### src/rtl/multdiv_arbiter.sv
// Round-robin sharing of one iterative multiply/divide unit between two requesters.
// Define MULTDIV_ARB_TIMEOUT_EN to compile in the WAIT cycle counter and timeout abort path.
module multdiv_arbiter #(
  parameter int unsigned TIMEOUT = 40
) (
  input  logic        clock,
  input  logic        reset_n,
  input  logic        req0,
  input  logic        req1,
  input  logic        op0,
  input  logic        op1,
  input  logic [31:0] a0,
  input  logic [31:0] b0,
  input  logic [31:0] a1,
  input  logic [31:0] b1,
  output logic        gnt0,
  output logic        gnt1,
  output logic        done0,
  output logic        done1,
  output logic [31:0] result,
  output logic        exception,
  output logic        timeout,
  output logic [31:0] md_operandA,
  output logic [31:0] md_operandB,
  output logic        md_ctrl_MULT,
  output logic        md_ctrl_DIV,
  input  logic [31:0] md_result,
  input  logic        md_exception,
  input  logic        md_resultRDY
);

  typedef enum logic [1:0] {StIdle, StStart, StWait, StDone} state_e;

  state_e      state_q, state_d;
  logic        owner_q, owner_d;
  logic        op_q, op_d;
  logic        last_q, last_d;
  logic [31:0] opa_q, opa_d;
  logic [31:0] opb_q, opb_d;
  logic [31:0] result_q, result_d;
  logic        exc_q, exc_d;
  logic        sel1;
  logic        rdy_ok;
  logic        expire;

  if (TIMEOUT < 2) begin : g_timeout_range
    $error("multdiv_arbiter: TIMEOUT must be at least 2");
  end

`ifdef MULTDIV_ARB_TIMEOUT_EN
  localparam int unsigned CntW = $clog2(TIMEOUT + 1);
  localparam logic [CntW-1:0] CntLast = CntW'(TIMEOUT - 1);

  logic [CntW-1:0] cnt_q, cnt_d;
  logic            to_q;

  always_comb begin
    cnt_d = cnt_q;
    if (state_q == StStart) begin
      cnt_d = '0;
    end else if (state_q == StWait) begin
      cnt_d = cnt_q + 1'b1;
    end
  end

  // RDY seen in the first WAIT cycle may be left over from the previous op.
  assign rdy_ok = md_resultRDY && (cnt_q != '0);
  assign expire = !md_resultRDY && (cnt_q == CntLast);

  always_ff @(posedge clock) begin
    if (!reset_n) begin
      cnt_q <= '0;
      to_q  <= 1'b0;
    end else begin
      cnt_q <= cnt_d;
      if (state_q == StWait && (rdy_ok || expire)) begin
        to_q <= !rdy_ok;
      end
    end
  end

  assign timeout = to_q;
`else
  logic first_q;

  assign rdy_ok = md_resultRDY && !first_q;
  assign expire = 1'b0;

  always_ff @(posedge clock) begin
    if (!reset_n) begin
      first_q <= 1'b0;
    end else if (state_q == StStart) begin
      first_q <= 1'b1;
    end else if (state_q == StWait) begin
      first_q <= 1'b0;
    end
  end

  assign timeout = 1'b0;
`endif

  always_comb begin
    state_d      = state_q;
    owner_d      = owner_q;
    op_d         = op_q;
    opa_d        = opa_q;
    opb_d        = opb_q;
    last_d       = last_q;
    result_d     = result_q;
    exc_d        = exc_q;
    gnt0         = 1'b0;
    gnt1         = 1'b0;
    done0        = 1'b0;
    done1        = 1'b0;
    md_ctrl_MULT = 1'b0;
    md_ctrl_DIV  = 1'b0;
    // On a tie the port that was not served last wins.
    sel1         = req1 && (!req0 || !last_q);
    unique case (state_q)
      StIdle: begin
        if (req0 || req1) begin
          owner_d = sel1;
          op_d    = sel1 ? op1 : op0;
          opa_d   = sel1 ? a1 : a0;
          opb_d   = sel1 ? b1 : b0;
          state_d = StStart;
        end
      end
      StStart: begin
        gnt0         = !owner_q;
        gnt1         = owner_q;
        md_ctrl_MULT = !op_q;
        md_ctrl_DIV  = op_q;
        state_d      = StWait;
      end
      StWait: begin
        if (rdy_ok) begin
          result_d = md_result;
          exc_d    = md_exception;
          state_d  = StDone;
        end else if (expire) begin
          result_d = '0;
          exc_d    = 1'b1;
          state_d  = StDone;
        end
      end
      StDone: begin
        done0   = !owner_q;
        done1   = owner_q;
        last_d  = owner_q;
        state_d = StIdle;
      end
      default: state_d = StIdle;
    endcase
  end

  always_ff @(posedge clock) begin
    if (!reset_n) begin
      state_q  <= StIdle;
      owner_q  <= 1'b0;
      op_q     <= 1'b0;
      last_q   <= 1'b1;
      opa_q    <= '0;
      opb_q    <= '0;
      result_q <= '0;
      exc_q    <= 1'b0;
    end else begin
      state_q  <= state_d;
      owner_q  <= owner_d;
      op_q     <= op_d;
      last_q   <= last_d;
      opa_q    <= opa_d;
      opb_q    <= opb_d;
      result_q <= result_d;
      exc_q    <= exc_d;
    end
  end

  assign result      = result_q;
  assign exception   = exc_q;
  assign md_operandA = opa_q;
  assign md_operandB = opb_q;

endmodule

### config.mk
export PLATFORM = sky130hd
export DESIGN_NAME = multdiv_arbiter
export DESIGN_NICKNAME = d
export VERILOG_FILES = /design/src/rtl/multdiv_arbiter.sv
export SDC_FILE = /design/constraint.sdc
export NUM_CORES = 1
export LEC_CHECK = 0
export CAP_MARGIN = 20
export CORE_MARGIN = 8
export CORE_UTILIZATION = 30
export DETAILED_ROUTE_END_ITERATION = 10
export PLACE_DENSITY = 0.73
export SLEW_MARGIN = 5
export SYNTH_ARGS = -nofsm -noshare
export SYNTH_HDL_FRONTEND = slang
export SYNTH_SLANG_ARGS = --single-unit
### constraint.sdc
create_clock -name clock -period 2.1 [get_ports clock]
set_clock_uncertainty 0.1 [all_clocks]
set_input_delay 0.21 -clock clock [delete_from_list [all_inputs] [get_ports clock]]
set_output_delay 0.21 -clock clock [all_outputs]
set_load 0.1 [all_outputs]
# Word-level counts from Yosys, hierarchy flattened
# Index checks and enable logic that the tools add are counted.
# totals
regBits,103
input_bits,168
out_inout_bits,104
elab_cells,42
# op_classes
n_eq_ne,5
mux,14
n_reduce_logical,14
# op_table
op,n
32-bit 2-to-1 mux,2
1-bit 2-to-1 mux,9
2-bit one-hot mux with 4 select lines,1
2-bit AND reduction,3
1-bit zero test,5
"2-bit equality test, second input constant",2
2-bit 2-to-1 mux,2
"2-bit inequality test, second input constant",2
"2-bit by 1-bit equality test with 1-bit output, second input constant",1
1-bit logical AND,2
2-bit zero test,1
1-bit logical OR,2
2-bit nonzero test,1

# Logic depth before layout (Yosys ltp)
# Gate-level depths: netlist of the first run.
# logic_depth
word_depth,4
depth_mapped,7
mapped_depth_nobuf,5

# Worst setup path after synthesis of the first run
# Ideal clock, no wire load.
# synth_path
path_type,register to output
start,register state_q[1]
end,output gnt0
t_arrival_ns,1.943
required_ns,1.790
path_slack_ns,-0.153
stages_incl_launch_ff,4
n_path_buf,0
path_cell_list,dfxtp_1 > inv_1 > ha_1 > nor2b_1
# synth_between
elab_chain_cells,2
# synth_rtl
item,line,text
start: declaration,34,"state_e state_q, state_d;"
start signal: assignment,159,state_q <= StIdle;
start signal: assignment,168,state_q <= state_d;
2-bit by 1-bit equality test with 1-bit output,119,unique case (state_q)
1-bit 2-to-1 mux,119,
end: declaration,16,"output logic gnt0,"
# No other way between the ends.

# Final worst setup path of the first run
# Same ends and word-level chain as after synthesis.

==> results of run 1 <==
## layout by cell type, fill, tap and decap left out, types with 2 or more instances in the layout
| cell | instances |
|---|---|
| sky130_fd_sc_hd__nand2_1 | 134 |
| sky130_fd_sc_hd__o21ai_1 | 9 |
| sky130_fd_sc_hd__o21ai_0 | 56 |
| sky130_fd_sc_hd__a21oi_1 | 92 |
| sky130_fd_sc_hd__nor2b_1 | 2 |
| sky130_fd_sc_hd__clkdlybuf4s50_1 | 166 |
| sky130_fd_sc_hd__inv_1 | 3 |
| sky130_fd_sc_hd__nor2b_2 | 2 |
| sky130_fd_sc_hd__dfxtp_1 | 103 |
| sky130_fd_sc_hd__clkbuf_16 | 9 |
| sky130_fd_sc_hd__buf_4 | 97 |
| sky130_fd_sc_hd__a21boi_1 | 30 |
| sky130_fd_sc_hd__a21oi_2 | 40 |
| sky130_fd_sc_hd__mux2i_1 | 2 |
| sky130_fd_sc_hd__and2_1 | 3 |
| sky130_fd_sc_hd__ha_1 | 6 |
| sky130_fd_sc_hd__buf_12 | 16 |
| sky130_fd_sc_hd__clkinvlp_4 | 2 |
| sky130_fd_sc_hd__a21boi_0 | 3 |
| sky130_fd_sc_hd__inv_6 | 3 |
## kinds of logic (layout without fill, tap and decap cells)
| logic type | Yosys count | count (layout) |
|---|---|---|
| buffers and inverters | 50 | 299 |
| other | 1 | 1 |
| AOI/OAI and AO/OA | 237 | 237 |
| DFF | 103 | 103 |
| adders and majority gates | 6 | 6 |
| muxes | 2 | 2 |
| and+or+nand+nor | 146 | 146 |
## report_power, final
group	total [mW]	switching (mW)	internal [mW]
Combinational	7.09	5.31	1.77
Clock	1.74	0.800	0.937
Sequential	2.77	0.282	2.48
Total	11.6	6.39	5.19
## cell type report
type | instances | area [um2] | share of cell area (%)
Clock buffer | 9 | 225 | 3.01
Clock inverter | 7 | 76.3 | 1.02
Inverter | 3 | 11.3 | 0.151
Multi-Input combinational cell | 392 | 2150 | 28.7
Sequential cell | 103 | 2060 | 27.6
Tap cell | 188 | 235 | 3.15
Timing Repair Buffer | 280 | 2720 | 36.3
## critical path: cells and delay by family, from the launching register on
family | cells | cell delay, ns
adder cells (fa/ha/maj) | 1 | 0.21
buffers and inverters | 2 | 0.33
flip-flops | 1 | 0.34
AND/OR/NAND/NOR | 1 | 0.21
## per-stage QoR
stage	area (um2)	hold slack [ns]	util (%)	worst slack, ns	power, mW
floorplan	4520	0.244	-	0.375	8.16
global placement	7170	0.341	48.1	0.347	9.89
detailed placement	7170	0.346	48.1	0.295	9.93
CTS	7470	0.242	50.1	0.316	11.7
global route	7470	0.278	50.1	0.220	12.1
finish	7470	0.285	50.1	0.363	11.6
## registers in the layout, summed over array words and instances (netlist names)
register / cells
exception: 1
first_q: 1
last_q: 1
md_operandA: 32
md_operandB: 32
op_q: 1
owner_q: 1
result: 32
state_q: 2
## metal layers
layer / vias up / global-route usage [%] / share of wire [%] / wire length (um)
li1: 2334 / - / - / -
met1: 2122 / 19.4 / 44 / 7020
met2: 194 / 24.9 / 46 / 7300
met3: 12 / 6.58 / 9.4 / 1500
met4: 0 / 4.41 / 1.2 / 186
met5: - / 0 / 0 / 0
## worst paths after layout
check	startpoint	endpoint	slack (ns)	cells past startpoint
min reg2reg	result[22]	result[22]	0.35	2
min	reset_n	last_q	0.28	3
max	state_q[1]	gnt0	0.36	4
max reg2reg	state_q[0]	state_q[1]	0.38	5
==> out/results.txt, run 1 <==
For the buffer depth of the longest clock path, the log shows 2. The worst setup path is captured at an output port. Across the run, the number of max-cap violations was 0. The maximum clock frequency was 576 MHz; the detailed placement HPWL was 11,400 um. sky130_fd_sc_hd__dfxtp_1 takes more of the synthesized area than any other cell. In the synthesized netlist, the cells that appear most often are sky130_fd_sc_hd__nand2_1 (134), sky130_fd_sc_hd__dfxtp_1 (103), sky130_fd_sc_hd__a21oi_1 (92). In this run, the number of DRC markers left after iteration 0 of detailed routing was 187.

The area inside the core boundary was 14,900 um2. The post-synthesis sequential area ratio came out at 45.7%. For this run, the total global-route usage over all layers was measured as 15.8%. The tools report the number of filler instances in the final layout as 1,454. Counting flops with a built-in enable in the synthesized netlist gives 0.

STA classifies the critical path startpoint as a flop. In this run the post-CTS setup repair buffer count came out at 0. The most used flip-flop cell after synthesis is sky130_fd_sc_hd__dfxtp_1. The clock reaches the later pin of the worst-skew pair after 0.34 ns. In the post-synthesis netlist, the biggest area contributors are sky130_fd_sc_hd__dfxtp_1 (46%), sky130_fd_sc_hd__nand2_1 (11%), sky130_fd_sc_hd__a21oi_1 (10%). The proportion of layout cells with a drive suffix above 1 came out at 22.3%. Summed over all layers, the routed wires come to 16,000 um. The tree is rooted in a sky130_fd_sc_hd__clkbuf_16. The chip height came out at 139 um. The run gives 0 as the number of antenna violations at the first check in global routing.

During placement, the flow inserted port buffers numbering 270. The floorplan step defined a die boundary enclosing 19,200 um2. TritonCTS built the clock tree.

The H-tree was split into 3 levels. Counting flops and latches in the post-synthesis netlist gives 103. At the worst endpoint, the required time is 1.79 ns. After Yosys synthesis, XOR and XNOR cells account for 0% of the synthesized area. For the number of global-route vias before repair, the log shows 4,619.

The initial core utilization is 30.2%, and the reported leakage power is 3.05 nW. The first global-routing pass estimated 25,000 um of wire. 0 antenna diodes ended up in the layout. The compound-cell area share of the yosys netlist was 31.9%. The tools report the cell count after synthesis as 545. The count of nets left with antenna violations after detail routing was 0.

By area, the combinational part of the netlist is dominated by compound AO/OA/AOI/OAI gates. The critical path goes through inv_1, ha_1, nor2b_2, buf_12. During synthesis, Yosys emitted a total of 0 warnings.

The flow ran to the end, and the final reports show no timing, DRC or antenna violations. The finished layout holds 982 standard cells, fillers aside. Dividing total power by cell area gives a power density of 1550 nW/um2. The share of synthesized area in the top cell type comes to 45.7%. The tools report the count of cells resized by post-cts repair as 0. The leftover overflow at the end of global routing was 0. In this run the cell area of the synthesized design comes to 4510 um2.

The DRC violation count after routing was 0; the fraction of the mapped netlist area in adder cells was 1.66%. After detailed routing, the average wire length per cell comes to 16.3 um. From left edge to right edge, the die measures 139 um. The total placed cells including tap cells is 966, and the via density per instance is 4.75.

The largest stage delay on the critical path is 0.34 ns. The logs give 4,662 for the count of vias placed by the detailed router and 0 for the final count of hold timing violations. The net count of the finished layout is 963. The fraction of registers with async set/reset was 0%.

272 I/O pins were placed. Largest net degree at the start of global routing: 105. The critical path is of the reg -> out type.

The slowest stage of the critical path is the sky130_fd_sc_hd__dfxtp_1 cell. Summed over all failing endpoints, the final setup total negative slack is 0 ns. Across the VDD grid, the largest voltage drop is 0.980 mV. The portion of synthesized area spent on multiplexers is 0.444%. The path class of the tightest hold or removal check is in -> reg. The area growth from synthesis to layout is 65.7%. Averaged over all synthesized cells, the footprint is 8.27 um2. The final cycle utilization of the critical path is 82.7%, and the net count after synthesis is 719. Counting every sink on the clock net gives 103. The setup-violating endpoint count in the final report was 0; the CTS buffer count was 9. The clock input transition at the sequential cells of the worst setup and hold paths was 0.07 ns; the arrival time of the worst setup path was 1.43 ns.

The worst path in the final design needs a cycle of 1.74 ns, including I/O delays and setup. The run gives 0.731 as the last weighted congestion value of the routability-driven placer. Max-slew violation count: 0. After Yosys synthesis, and, or, nand and nor cells account for 12.9% of the synthesized area.

Along the worst path, the maximum fanout reaches 4. The most common cell in the synthesized netlist is sky130_fd_sc_hd__nand2_1. The count of hold buffers inserted by post-cts repair is 0, and the total iterations of the first detailed-routing run is 4. The floorplan has 45 rows. Setup repair after global routing left no endpoint under its margin. In this run, distinct cell masters in the synthesized netlist total 31.
(Power assumes the default switching activity.)
==> run 2, diff against run 1 <==
Clock period 2.1 ns to 1.65 ns, I/O delays scaled along.
==> run 2 against run 1 <==
  * Non-clock buffer count is 8 higher
  * Flip-flop and latch count unchanged
  * Wire length up 3.9%
  * Cell area is 17% higher
  * Sequential share of layout area is 4.0 points lower
  * Critical path type unchanged
  * Largest power group unchanged
  * Highest routed layer is now met5
==> out/results.txt, run 2 (same netlist as run 1, synthesis figures left out) <==
Static timing analysis puts the maximum clock frequency at 620 MHz. The clock latency on the worst-skew pair was 0.33 ns (was 0.34 ns). Total placed cells including tap cells: 973 (was 966).

Part of the power in the clock network: 11.9% (was 15.0%). The internal power was 8.14 mW (was 5.19 mW); the H-tree depth reported by CTS was 3 (unchanged). The area inside the core boundary was 14,900 um2 (unchanged). The clock input transition at the sequential cells of the worst setup and hold paths came out at 0.07 ns (about the same).

The ratio of total power to cell area was 1890 nW/um2 (was 1550 nW/um2). The arrival time of the worst setup path came out at 1.35 ns (was 1.43 ns). The logs give 290 (was 187) for the starting DRC count in detailed routing and 12,400 um (was 11,400 um) for the detailed placement HPWL. The overall die area was 19,200 um2 (unchanged). The post-route minimum period was 1.61 ns. TritonCTS built the clock tree.

The horizontal extent of the die works out to 139 um (unchanged). The area growth from synthesis to layout works out to 94.1% (was 65.7%). The kind of capture point of the worst setup path is an output port (unchanged). The class of the tightest hold or removal check was in -> reg (unchanged).

The count of vias placed by the detailed router came out at 4,645 (was 4,662). Worst-path cell chain: inv_2, buf_6, ha_2, nor2b_4, buf_12 (was inv_1, ha_1, nor2b_2, buf_12). The run gives 64.9% (was 61.1%) as the part of the power in combinational logic.

The tools report the final-layout setup total negative slack as 0 ns (unchanged). The final total power was 16.6 mW (was 11.6 mW). The run gives 2 (unchanged) as the buffer depth of the longest clock path. The instance area after placement is 8430 um2 (was 7170 um2). The kind of critical path was reg -> out (unchanged). The number of buffers added on ports came out at 270 (unchanged).

The overall routed net length was 16,600 um (was 16,000 um). Most used cells in the layout excluding fill and tap cells: sky130_fd_sc_hd__clkdlybuf4s50_1 (166), sky130_fd_sc_hd__nand2_1 (134), sky130_fd_sc_hd__buf_12 (112), sky130_fd_sc_hd__dfxtp_1 (101), sky130_fd_sc_hd__a21oi_1 (92) (was sky130_fd_sc_hd__clkdlybuf4s50_1 (166), sky130_fd_sc_hd__nand2_1 (134), sky130_fd_sc_hd__dfxtp_1 (103), sky130_fd_sc_hd__buf_4 (97), sky130_fd_sc_hd__a21oi_1 (92)). The logs give 4 (unchanged) for the total iterations of the first detailed-routing run and 1,250 (was 1,454) for the number of filler instances in the final layout.

The count of nets left with antenna violations after detail routing was 0 (unchanged); the combined buffer and inverter count along the critical path was 3 (was 2). The run gives 0 (unchanged) as the leftover overflow at the end of global routing. The DRC violation count after routing is 0 (unchanged), and the initial core utilization is 30.2% (unchanged).

The first-pass GRT wire length was 26,000 um (was 25,000 um). The final count of hold timing violations was 0 (unchanged); the number of antenna violations at the first check in global routing was 1 (was 0). Final non-filler cell area: 8750 um2 (was 7470 um2).

The run finished with clean final reports. The site row count is 45 (unchanged), and the reported leakage power is 3.39 nW (was 3.05 nW). The chip height is 139 um (unchanged). The setup-violating endpoint count in the final report is 0 (unchanged), and the proportion of layout cells with a drive suffix above 1 is 23.9% (was 22.3%).

The final cycle utilization of the critical path works out to 97.8%. The net count of the finished layout is 971 (was 963). Standard cell with the maximum stage delay on the critical path: sky130_fd_sc_hd__dfxtp_2 (was sky130_fd_sc_hd__dfxtp_1). The run gives 103 (unchanged) as the clock sink total. The power dissipated by switching net loads is 8.42 mW (was 6.39 mW). The kind of cell adding the most delay to the critical path is buffers and inverters (was flip-flops). The tools report the antenna diode instance count as 0 (unchanged). For the multi-input gate area in the final layout, the log shows 2190 um2 (was 2150 um2).

The last weighted congestion value of the routability-driven placer was 0.755 (was 0.731). The logs give 0 (unchanged) for the count of hold buffers inserted by post-cts repair and 23.1% (was 23.9%) for the register share of total power. The run gives 16.6% (was 15.8%) as the total routing usage reported by global routing.

The leading cell type in the layout, fill and taps excluded was sky130_fd_sc_hd__clkdlybuf4s50_1 (unchanged). Required time of the worst setup path: 1.38 ns (was 1.79 ns). The via density per instance was 4.70 (was 4.75); the maximum fanout count along the critical path was 3 (was 4).

The number of violations of the max-capacitance limit is 0 (unchanged). The library cell used as clock root buffer is sky130_fd_sc_hd__clkbuf_16 (unchanged). The storage element area came out at 2060 um2 (about the same).

The largest stage delay on the critical path works out to 0.33 ns (was 0.34 ns). The tools report the number of global-route vias before repair as 4,709 (was 4,619). The tools report the type of element launching the critical path as a flop (unchanged).

The run gives 0.227 ns (was 0.285 ns) as the worst-case hold slack. The run gives 272 (unchanged) as the I/O pin count. The final routed wire length divided by cell count came out at 16.8 um (was 16.3 um). Setup repair after global routing could not meet its margin everywhere.

The max-slew violation count was 0 (unchanged). The run gives 988 (was 982) as the number of cells in the finished layout apart from fillers. The maximum VDD drop came out at 0.933 mV (was 0.980 mV).

The CTS buffer count is 9 (unchanged), and the largest net degree at the start of global routing is 105 (unchanged). The switching portion of total power works out to 50.8% (was 55.2%).
[run 2: cell count changes in the layout (fill, tap and decap cells not counted), moves of 3 or more]
cell,delta
sky130_fd_sc_hd__buf_12,+96
sky130_fd_sc_hd__inv_6,-3
sky130_fd_sc_hd__and2_1,-3
sky130_fd_sc_hd__buf_4,-89
sky130_fd_sc_hd__and2_4,+3
sky130_fd_sc_hd__ha_1,-4
[run 2: what timing repair did]
item / 4_1_cts / 5_1_grt
buffers inserted: 1 / 0
pin swaps: 0 / 1
endpoints found under the setup margin: 4 / 68
gates resized for setup: 5 / 9
[run 2: final timing paths]
kind | from | endpoint | slack, ns | depth (start not counted)
hold / removal | reset_n | last_q | 0.23 | 3
hold reg to reg | result[30] | result[30] | 0.39 | 2
setup reg to reg | state_q[0] | op_q | 0.07 | 6
setup / recovery | state_q[1] | md_ctrl_MULT | 0.04 | 5
[run 2: tightest hold or removal path: stages]
cell                      delay [ns]
sky130_fd_sc_hd__buf_2          0.12
sky130_fd_sc_hd__buf_12         0.20
sky130_fd_sc_hd__nand2_1        0.10
[run 2: per-layer routing]
layer / up-vias / wire [um] / track usage [%]
li1: 2349 / - / -
met1: 2104 / 6980 / 19.8
met2: 176 / 7970 / 27.0
met3: 14 / 1460 / 6.71
met4: 2 / 208 / 4.75
met5: - / 13 / 0
[run 2: through the flow]
step	setup WS (ns)	utilization, %
after floorplan	-0.0305	-
after global placement	-0.0538	56.5
after CTS	-0.0267	58.4
after detailed placement	-0.116	56.5
final	0.0369	58.6
after global routing	-0.0336	58.6
[run 2: layout make-up]
type,instances,area share [%]
Clock buffer,13,2.97
Clock inverter,1,0.0572
Inverter,3,0.129
Multi-Input combinational cell,392,25.1
Sequential cell,103,23.6
Tap cell,188,2.69
Timing Repair Buffer,288,45.5
[run 2: power groups by stage]
stage / registers, mW / logic, mW / clock network [mW]
2_1_floorplan: 7.94 / 2.46 / 0
3_3_place_gp: 3.85 / 10.7 / 0
3_5_place_dp: 3.88 / 10.7 / 0
4_1_cts: 3.83 / 10.8 / 2.05
5_1_grt: 3.90 / 11.2 / 2.15
6_report: 3.83 / 10.8 / 1.98
==> variant 1, RTL diff (config.mk and constraints of run 2) <==
The 4 states of `state_e` get a one-hot encoding in 4 bits.
--- a/src/rtl/multdiv_arbiter.sv
+++ b/src/rtl/multdiv_arbiter.sv
@@ -29,7 +29,7 @@
   input  logic        md_resultRDY
 );
 
-  typedef enum logic [1:0] {StIdle, StStart, StWait, StDone} state_e;
+  typedef enum logic [3:0] {StIdle = 4'b0001, StStart = 4'b0010, StWait = 4'b0100, StDone = 4'b1000} state_e;
 
   state_e      state_q, state_d;
   logic        owner_q, owner_d;
Function: same outputs for any inputs over 10 cycles, from zero or initial values and one cycle with reset_n low; not proved beyond that.
==> variant 1 against run 2 <==
Via count increased by 10%. Critical endpoint is now done1. Synthesized cell count decreased by 9.4%. Setup slack got worse by 250 ps. Sequential cell count increased by 2. Wire length increased by 22%. The run now ends with setup timing left. First-iteration DRC count increased by 14%. Final area increased by 7.2%. Synthesized area decreased by 0.67%.
Power is not compared: it rests on default switching activity, and its combinational part moved more than twofold at a synthesized area within 25%.
==> variant 1: results <==
synth:
  ys_top_cells_by_count: "nand2_1, dfxtp_1, a22oi_1, o32ai_1, clkbuf_1"
  synth_area_per_cell_um2: 9.067
  synth_area_leaders: "dfxtp_1, o32ai_1, nand2_1"
  ys_seq_area_share_pct: 46.93
  synthMuxAreaShare_pct: 7.374
  synth_compound_area_share_pct: 25.14
  yosys.area_share.adder_pct: 0
routing:
  drt_pass1_iterations: 5
  first_iter_violations: 330
  wl_per_cell_um: 21.37
worst_setup_path:
  crit_arrival_ps: 1600
  cp_slowest_cell: "or4b_4"
  reg2reg_from: "state_q[2]"
  timing.rr.end: "md_operandA[28]"
  worstRegToRegCells: 7
  max_stage_delay_ps: 520
  critical_path.top_delay_family: "simple AND/OR/NAND/NOR gates"
  r2r_setup_slack_ps: -100
  crit_fanout: 6
grt:
  groute.usage.overall_pct: 18.43
  grt_pass1_vias: 5178
  grt_max_degree: 79
  grt_pass1_wl_um: 28680
  antenna_found_initial: 0
placed_design:
  dpl.cell_count: 916
  place.gp.congestion: 0.7937
  pre_cts_ws_ps: -112.9
run_status:
  violations: "setup timing"
  status: "complete, but fails checks"
sta:
  timing.final.ws_setup_ps: -214.5
  finalSetupViolations: 62
cells_and_area:
  layout-drive-gt1-share_pct: 27.73
  fill_cells: 1110
  nNetsFinal: 931
clock_tree:
  ctsHtreeMaxLevel: 3
==> variant 1: cell types whose count changed after synthesis, moves of 21 or more <==
cell / run 2 / this run
clkbuf_1: 16 / 37
a22oi_1: 1 / 65
o21ai_0: 56 / 1
o32ai_1: 0 / 65
mux2i_1: 2 / 33
a21oi_2: 40 / 0
a21oi_1: 92 / 1
a21boi_1: 30 / 0
==> variant 1: what timing repair did <==
action / CTS / global route
hold buffers: 0 / 0
endpoints found under the setup margin: 6 / 106
gates cloned: 0 / 12
buffers inserted: 4 / 5
pin swaps: 6 / 27
resized for setup: 10 / 46
==> variant 1: cells by family after synthesis <==
kind of cell | Yosys count
compound gates | 139
buf+inv | 60
flops | 105
mux | 33
other cells | 1
simple gates | 156
==> variant 1: worst max path at each step <==
| stage | from | end | cells after the start |
|---|---|---|---|
| final | state_q[3] | done1 | 3 |
| after global routing | state_q[0] | done1 | 3 |
| after CTS | state_q[2] | done0 | 3 |
| after detailed placement | req0 | md_operandB[6] | 5 |
| after global placement | req0 | md_operandB[6] | 5 |
| after floorplan | state_q[1] | gnt0 | 3 |
==> variant 1: final cells by class <==
class	instances	area (um2)	share of cell area, %
clock inverter	6	57.56	0.6136
timing repair buffer	313	4375	46.65
inverter	5	18.77	0.2001
multi-input combinational	329	2345	25.00
sequential	105	2115	22.54
clock buffer	10	239.0	2.548
tap	184	230.2	2.454
==> variant 1: metal layers <==
layer | track usage (%) | up-vias | wire length [um]
met5 | 0 | - | 0
met4 | 8.982 | 0 | 714
met3 | 6.370 | 45 | 1606
met2 | 32.60 | 251 | 10420
met1 | 19.06 | 2458 | 7601
li1 | - | 2357 | -
==> variant 1: through the flow <==
stage	setup TNS (ps)	area [um2]
global route	-9470	9380
floorplan	-1009	4512
detailed placement	-2222	8519
finish	-2844	9380
CTS	-4191	8885
global placement	-1424	8519
==> variant 2, RTL diff (settings of run 2) <==
Without the edit above. Add a define of `MULTDIV_ARB_TIMEOUT_EN`.
--- a/src/rtl/multdiv_arbiter.sv
+++ b/src/rtl/multdiv_arbiter.sv
@@ -1,5 +1,7 @@
 // Round-robin sharing of one iterative multiply/divide unit between two requesters.
 // Define MULTDIV_ARB_TIMEOUT_EN to compile in the WAIT cycle counter and timeout abort path.
+`define MULTDIV_ARB_TIMEOUT_EN
+
 module multdiv_arbiter #(
   parameter int unsigned TIMEOUT = 40
 ) (
Behaviour: same outputs for any inputs over 10 cycles, from zero or initial values and one cycle with reset_n low; that may be too few to reach the edited logic, so the function may still have changed.
==> variant 2 against run 2 <==
Final area rose by 7.4%. Non-clock buffer count rose by 25. Synthesized area fell by 0.72%. Wire length rose by 13%. Critical path type is now register to register. Via count fell by 0.99%. Setup slack got worse by 300 ps. Hold slack improved by 99 ps. Clock power rose by 20%. Sequential cell count rose by 6. The flow now finishes with violations (setup timing). Total power fell by 3.8%.
==> variant 2: results <==
placed_design:
  place.gp.congestion: 0.8079
  dpl.cell_count: 882
synth:
  synth_cell_type_count: 35
  synth_area_per_cell_um2: 10.29
  synth_fp_nets: 609
  ys_seq_area_share_pct: 48.74
routing:
  first_iter_violations: 133
  viasPerCell: 5.021
grt:
  grt_pass1_wl_um: 26250
  groute.usage.overall_pct: 17.08
  grt_max_degree: 59
  grt_pass1_vias: 4542
worst_setup_path:
  critPathLaunch: "cnt_q[0]"
  critical_path.top_delay_family: "compound AO/OA/AOI/OAI gates"
  crit_arrival_ps: 2090
  critPathKind: "register to register"
  cp_slowest_cell: "or3b_4"
  max_stage_delay_ps: 400
run_status:
  violations: "setup timing"
  status: "complete, but fails checks"
pwr:
  ir_drop_mv: 1.029
  p_int_uw: 8373
  leakagePower_uw: 0.003639
sta:
  timing.final.ws_setup_ps: -261.9
  finalSetupViolations: 36
cells_and_area:
  nNetsFinal: 900
variant 2: worst register-to-register path, stage by stage (launching register included):
cell,delay (ps)
dfxtp_2,330
inv_2,60
ha_4,110
or3b_4,400
o31ai_4,290
a31o_4,250
buf_12,150
a22o_1,160
variant 2: routing by layer:
metal | track usage, % | share of wire, %
met4 | 6.178 | 1.5
met5 | 0 | 0
met3 | 7.123 | 9.0
met2 | 29.39 | 50
met1 | 18.38 | 40
variant 2: metrics by stage:
step                TNS [ps]  worst slack, ps  util, %
global route           -9548           -306.5    64.67
floorplan              -5220           -168.7        -
detailed placement    -15560           -283.6    59.02
finish                 -7962           -261.9    64.67
global placement      -11620           -197.9    59.02
CTS                    -8086           -245.7    61.85
variant 2: kinds of logic (layout without fill, tap and decap cells):
family                   count (synthesis)  count (layout)  share of synthesized area (%)
AND/OR/NAND/NOR                         95              98                          8.972
XOR/XNOR                                 4               4                         0.7827
buffers and inverters                   42             335                          4.807
multiplexers                            67              67                          14.98
adder cells (fa/ha/maj)                  6               6                          1.677
flip-flops                             109             109                          48.74
other                                    0               1                              0
AO/OA/AOI/OAI                          112             112                          20.04
variant 2: area by class of cell:
type,count,area [um2]
antenna,1,2.502
clock inverter,5,82.58
multi-input combinational,287,2361
timing repair buffer,313,4265
sequential,109,2190
tap,184,230.2
inverter,6,25.02
fill,1084,5135
clock buffer,11,242.7
variant 2: how the worst min path moves through the flow:
stage / start / cells past startpoint / end
detailed placement: state_q[1] / 2 / state_q[1]
global route: md_result[19] / 2 / result[19]
floorplan: md_result[10] / 1 / result[10]
finish: md_result[16] / 2 / result[16]
global placement: state_q[1] / 2 / state_q[1]
CTS: md_result[16] / 2 / result[16]
variant 2: repair_timing:
action | CTS | global route
pin swaps | 38 | 14
gates resized for setup | 13 | 49
cloned | 3 | 7
hold buffers | 0 | 0
setup buffers | 2 | 5
endpoints found under the setup margin | 41 | 94
variant 2: power by group through the flow:
stage	sequential (uW)	combinational, uW	clock, uW
final	3840	9740	2370
after global routing	3910	10100	2520
after detailed placement	3870	8890	0
after floorplan	7310	1850	0
after CTS	3820	8950	2420
after global placement	3830	8790	0
